File: config.mk
export PLATFORM = sky130hd
export DESIGN_NAME = hash_display_sequencer
export DESIGN_NICKNAME = d
export VERILOG_FILES = /design/src/rtl/hash_display_sequencer.sv
export SDC_FILE = /design/constraint.sdc
export NUM_CORES = 1
export LEC_CHECK = 0
export BUFFER_PORTS_ARGS = -buffer_cell sky130_fd_sc_hd__buf_2
export CAP_MARGIN = 10
export CORE_MARGIN = 2
export CORE_UTILIZATION = 33
export CTS_CLUSTER_DIAMETER = 50
export CTS_CLUSTER_SIZE = 40
export DETAILED_ROUTE_END_ITERATION = 10
export GPL_TIMING_DRIVEN = 0
export SYNTH_ARGS = -nofsm -noshare
export SYNTH_HDL_FRONTEND = slang
export SYNTH_SLANG_ARGS = --single-unit
export TNS_END_PERCENT = 20
File: constraint.sdc
create_clock -name sysclk_125mhz -period 4.94 [get_ports sysclk_125mhz]
set_input_delay 0.988 -clock sysclk_125mhz [delete_from_list [all_inputs] [get_ports sysclk_125mhz]]
set_output_delay 0.988 -clock sysclk_125mhz [all_outputs]
set_load 0.005 [all_outputs]
File: src/rtl/hash_display_sequencer.sv
// Sequences SHA-256 runs and presents the captured digest one 16-bit word at a time.
// The AUTO_SCAN_EN macro adds tick-driven auto-scan of the displayed word.
module hash_display_sequencer #(
  parameter int DWELL   = 500,
  parameter int TIMEOUT = 4096
) (
  input  logic         sysclk_125mhz,
  input  logic         rst,
  input  logic         go,
  input  logic         step,
  input  logic         tick,
  input  logic         hash_done,
  input  logic [255:0] hash_digest,
  output logic         hash_start,
  output logic [3:0]   word_sel,
  output logic [15:0]  word,
  output logic         busy,
  output logic         valid,
  output logic         err,
  output logic [1:0]   fsm_state
);

  // Handshake: hash_start is a one-cycle request; the core answers with a
  // one-cycle hash_done strobe and hash_digest is sampled only with it.
  typedef enum logic [1:0] {
    IDLE  = 2'd0,
    START = 2'd1,
    WAIT  = 2'd2,
    SHOW  = 2'd3
  } state_t;

  localparam int CW = $clog2(TIMEOUT + 1);
  localparam logic [CW-1:0] WAIT_LAST = CW'(TIMEOUT - 1);

  state_t        state;
  state_t        state_next;
  logic          go_q;
  logic          step_q;
  logic          go_rise;
  logic          step_rise;
  logic [CW-1:0] wait_cnt;
  logic          timeout_hit;
  logic [255:0]  digest;
  logic          advance;

  assign go_rise     = go & ~go_q;
  assign step_rise   = step & ~step_q;
  assign timeout_hit = (wait_cnt == WAIT_LAST);

  always_ff @(posedge sysclk_125mhz or negedge rst) begin
    if (!rst) begin
      go_q   <= 1'b0;
      step_q <= 1'b0;
    end else begin
      go_q   <= go;
      step_q <= step;
    end
  end

  always_ff @(posedge sysclk_125mhz or negedge rst) begin
    if (!rst) state <= IDLE;
    else      state <= state_next;
  end

  always_comb begin
    state_next = state;
    case (state)
      IDLE:  if (go_rise) state_next = START;
      START: state_next = WAIT;
      WAIT: begin
        if (hash_done)        state_next = SHOW;
        else if (timeout_hit) state_next = IDLE;
      end
      SHOW:  if (go_rise) state_next = START;
      default: state_next = IDLE;
    endcase
  end

  assign hash_start = (state == START);
  assign busy       = (state == START) || (state == WAIT);
  assign fsm_state  = state;

  // Counter idles at zero outside WAIT, so every WAIT entry starts from 0.
  always_ff @(posedge sysclk_125mhz or negedge rst) begin
    if (!rst)                wait_cnt <= '0;
    else if (state != WAIT)  wait_cnt <= '0;
    else                     wait_cnt <= wait_cnt + 1'b1;
  end

  always_ff @(posedge sysclk_125mhz or negedge rst) begin
    if (!rst) begin
      valid  <= 1'b0;
      err    <= 1'b0;
      digest <= '0;
    end else begin
      if (((state == IDLE) || (state == SHOW)) && go_rise) begin
        valid <= 1'b0;
        err   <= 1'b0;
      end else if (state == WAIT) begin
        if (hash_done) begin
          digest <= hash_digest;
          valid  <= 1'b1;
        end else if (timeout_hit) begin
          valid <= 1'b0;
          err   <= 1'b1;
        end
      end
    end
  end

`ifdef AUTO_SCAN_EN
  localparam int DW = $clog2(DWELL + 1);
  localparam logic [DW-1:0] DWELL_LAST = DW'(DWELL - 1);

  logic [DW-1:0] dwell_cnt;
  logic          dwell_hit;

  assign dwell_hit = tick && (dwell_cnt == DWELL_LAST);

  // A step edge restarts the dwell and absorbs a coincident expiry.
  always_ff @(posedge sysclk_125mhz or negedge rst) begin
    if (!rst)                      dwell_cnt <= '0;
    else if (state != SHOW)        dwell_cnt <= '0;
    else if (step_rise)            dwell_cnt <= '0;
    else if (dwell_hit)            dwell_cnt <= '0;
    else if (tick)                 dwell_cnt <= dwell_cnt + 1'b1;
  end

  assign advance = (state == SHOW) && (step_rise || dwell_hit);
`else
  logic        unused_tick;
  logic [31:0] unused_dwell;
  assign unused_tick  = tick;
  assign unused_dwell = DWELL;
  assign advance      = (state == SHOW) && step_rise;
`endif

  always_ff @(posedge sysclk_125mhz or negedge rst) begin
    if (!rst)                               word_sel <= 4'd0;
    else if ((state == WAIT) && hash_done)  word_sel <= 4'd0;
    else if (advance)                       word_sel <= word_sel + 4'd1;
  end

  assign word = digest[{word_sel, 4'b0000} +: 16];

endmodule

---- Word-level counts from Yosys, hierarchy flattened ----
Cells that the tools add are included.
Widths: inputs -> output; s select.
word-level totals
  memories kept ........................... 0
  bits in read-only memories .............. 0
  input bits .............................. 262
  bits in registers ....................... 279
  bits in latches ......................... 0
  output and inout port bits .............. 26
  memory bits (writable) .................. 0
  word-level logic and storage cells ...... 54
operators by class
  $add $sub $neg .......................... 2
  order comparisons ....................... 0
  eq/ne operators ......................... 8
  bitwise operators ....................... 5
  multipliers ............................. 0
  shift-type cells ........................ 1
  reductions and logical operators ........ 15
  multiplexer cells ....................... 15
  divide/modulo/power cells ............... 0
operators with widths
  operator               number
  $shiftx 256x9->16      1
  $add 13x1->13 const B  1
  $eq 13x12->1 const B   1
  $mux 13                1
  $mux 1                 8
  $mux 4                 2
  $mux 2                 3
  $pmux 2 s3             1
  $reduce_and 3->1       2
  $reduce_bool 2->1      3
  $add 4x1->4 const B    1
  $eq 2x2->1 const B     2
  $ne 2x1->1 const B     2
  $reduce_and 2->1       2
  $logic_and 1x1->1      3
  $ne 3x3->1 const B     1
  $not 1->1              3
  $reduce_bool 3->1      1
  $and 1x1->1            2
  $eq 2x1->1 const B     1
  $logic_not 2->1        1
  $logic_or 1x1->1       2
  $ne 2x2->1 const B     1
  $reduce_or 2->1        1

---- Logic depth before layout (Yosys ltp) ----
  depth after elaboration ................. 5
  gate-level depth with buffers ........... 8

---- Least setup slack after synthesis ----
OpenSTA, ideal clock, no wires.
  path type ............................... reg-to-output
  from .................................... reg word_sel[0]
  to ...................................... out word[10]
  stages on the path, launching flop included .. 6
  arrival ................................. 1509 ps
  path buffers ............................ 2
  data required time ...................... 3952 ps
  setup slack ............................. 2443 ps
  cell sequence ........................... dfrtp_1 -> buf_6 -> buf_4 -> mux4_2 -> a22oi_1 -> nand2_1
on the way
  longest elaborated chain between the ends .. 1
ends and longest elaborated chain
  item                    line  RTL
  start, declared         15    output logic [3:0] word_sel,
  start signal, assigned  141   else if (advance) word_sel <= word_sel + 4'd1;
  $shiftx 256x9->16       144   assign word = digest[{word_sel, 4'b0000} +: 16];
  end, declared           16    output logic [15:0] word,
Every way passes these cells.

---- Final worst setup path ----
  from .................................... reg word_sel[1]
  to ...................................... out word[9]
The elaborated chain is that of the path after synthesis.

==> run summary <==
status = finished, final reports clean
initial antenna violation count = 5
worst hold margin = 0.400 ns
LEAKAGE = 7.16 nW
clock latency on the worst-skew pair = 0.55 ns
post-route ant nets = 0
TritonCTS Sinks = 279
DR pass1 iterations = 4
post-synthesis mux area share = 0.348
initial core utilization = 0.334
Seq/Total Area, Yosys = 0.557
Cells after DPL = 1580
WS Path Type = reg -> out
vias in the first global route = 8711
setup_tns = 0 ns
RD Place Congestion = 0.829
Die Span X = 199 um
Final Instance Count excl. Fillers = 1652
HP Class = in -> async
RSZ-0062 raised after global routing = no
Routed WL = 37700 um
PostCTS Resize Cnt = 0
largest net degree at the start of global routing = 112
H-tree level count = 2
CP arrival = 3.26 ns
Reg clk slew, reported paths = 0.06 ns
clk_skew = 0.0261 ns
Row Count = 71
global-route usage over all layers = 0.194
WP data required = 3.95 ns
CTS Buf Count = 40
Max Cap Viol = 0
top post-synthesis cells by area = dfrtp_1 56%, mux2_1 22%, mux4_2 11%, a22oi_1 1.9%, buf_4 1.4%
syn_area_per_cell = 16.1 sq um
capturing element type of the critical path = output port
Startpoint Class = flip-flop
Worst-Margin Slew = 0.956 ns
Final Max Slew Viols = 0
# DRC = 0
DP HPWL = 28000 um
vias = 8038
Post-Syn Instances = 781
WL/cell = 22.8 um
Synth Warn # = 0
CTS tree = built
Max Root-Sink Buffers = 3
Area after DPL = 14700 sq um
Seq cells post-synth = 279
critical-path maximum fanout = 10
vias per cell = 4.87
final setup violation count = 0
final hold vios = 0
clock root buffer = clkbuf_16
Post-CTS Setup Bufs = 0
Placeable Area = 37600 sq um
1st-iter DRT viols = 308
Synth cell types = 37
largest family of logic cells by synthesized area = multiplexers
Util after Layout = 0.427
GRT overflow = 0
final worst-path cycle share = 0.859
post-synth top area cell = dfrtp_1
post-synth top area share = 0.557
Total Nets Final = 1378
Synth Net Count = 1048
pwr dens = 668 nW/um^2
most frequent cells in the layout = 293 x buf_2, 279 x dfrtp_1, 240 x mux2_1
Post-Synth Adder-Cell Area = 0.00499
first-pass GRT wire length = 55100 um
simple-gate share of the synthesized area = 0.0277
worst vdd ir = 294 uV
layout cell share with drive strength beyond 1 = 0.421
area delta synth->final = 27.8%
most common cell after layout, fill and taps aside = buf_2
die area = 39600 sq um
chip height = 199 um
min Tclk post-route = 4.24 ns
design area = 16000 sq um
compound-cell area share of the yosys netlist = 0.0251
mapped cell area = 12500 sq um
Max Freq = 236 MHz
# IOs = 288
Synth Area in XOR/XNOR = 0.00768
hold_buf cts = 0
port buffer count = 286
Rel. slew slack = 0.362
-- sequential cells by signal, indices dropped and copies added, names as in the netlist --
register	count
wait_cnt	13
go_q	1
valid	1
word_sel	4
fsm_state	2
step_q	1
digest	256
err	1
-- power breakdown --
| group | total, W | leakage [nW] | switching, W | internal (W) |
|---|---|---|---|---|
| clock network | 0.00291 | 0.638 | 0.00114 | 0.00176 |
| registers | 0.00394 | 3.34 | 0.000536 | 0.00340 |
| logic | 0.00387 | 3.19 | 0.00187 | 0.00200 |
| total | 0.0107 | 7.16 | 0.00355 | 0.00716 |
-- cells in the mapped netlist, drive strengths merged --
cell / count
dfrtp: 279
mux2: 258
mux4: 64
buf: 42
a22oi: 32
nand2: 21
and2: 12
clkbuf: 10
nor2: 8
xor2: 7
ha: 5
inv: 5
nand3: 5
nor2b: 4
o21ai: 4
xnor2: 4
a21boi: 3
nand4: 3
nor4: 3
or3: 3
nor3: 2
a21oi: 1
a311oi: 1
a31oi: 1
and3: 1
and3b: 1
mux2i: 1
o22ai: 1
-- critical path: stages, from the launching register on --
cell	delay (ns)
dfrtp_1	0.47
buf_2	0.33
clkbuf_1	0.75
mux4_2	0.42
a22oi_1	0.46
nand2_1	0.12
buf_2	0.15
-- layer usage --
| layer | global-route usage | vias up | share of wire |
|---|---|---|---|
| li1 | - | 3585 | - |
| met1 | 0.257 | 4148 | 0.45 |
| met2 | 0.310 | 234 | 0.46 |
| met3 | 0.0402 | 65 | 0.055 |
| met4 | 0.0837 | 6 | 0.036 |
| met5 | 0 | - | 0.0010 |
-- cell type report --
cell class | instances | area, sq um
fill | 3513 | 21500
sequential | 279 | 6980
multi-input combinational | 445 | 5190
timing repair buffer | 288 | 1500
clock buffer | 47 | 1050
tap | 511 | 639
buffer | 52 | 355
clock inverter | 23 | 303
inverter | 5 | 18.8
antenna | 2 | 5.00
-- final timing paths --
kind,slack (ns),startpoint,cells past startpoint,endpoint
setup / recovery,0.70,word_sel[1]$_DFFE_PN0P_,6,word[9]
hold / removal,0.40,rst,1,go_q$_DFF_PN0_
setup reg to reg,2.62,fsm_state[0]$_DFFE_PN0P_,8,digest[156]$_DFFE_PN0P_
hold reg to reg,0.48,wait_cnt[0]$_DFF_PN0_,1,wait_cnt[0]$_DFF_PN0_
max in group asynchronous,3.53,rst,2,digest[170]$_DFFE_PN0P_
min in group sysclk_125mhz,0.48,wait_cnt[0]$_DFF_PN0_,1,wait_cnt[0]$_DFF_PN0_
-- cell families (layout without fill, tap and decap cells) --
| logic type | after synthesis | count (layout) |
|---|---|---|
| adders and majority gates | 5 | 5 |
| buffers and inverters | 57 | 415 |
| muxes | 323 | 323 |
| xor gates and xnor gates | 11 | 11 |
| other | 0 | 2 |
| AOI/OAI and AO/OA | 43 | 43 |
| DFF | 279 | 279 |
| and+or+nand+nor | 63 | 63 |
-- metrics by stage --
| stage | power (W) | worst slack [ns] |
|---|---|---|
| after floorplan | 0.00632 | 2.44 |
| after global placement | 0.00778 | -2.56 |
| after detailed placement | 0.00790 | 1.25 |
| after CTS | 0.0109 | 0.645 |
| after global routing | 0.0113 | 0.654 |
| final | 0.0107 | 0.696 |
Note: power is estimated with default switching activity, not from simulation.
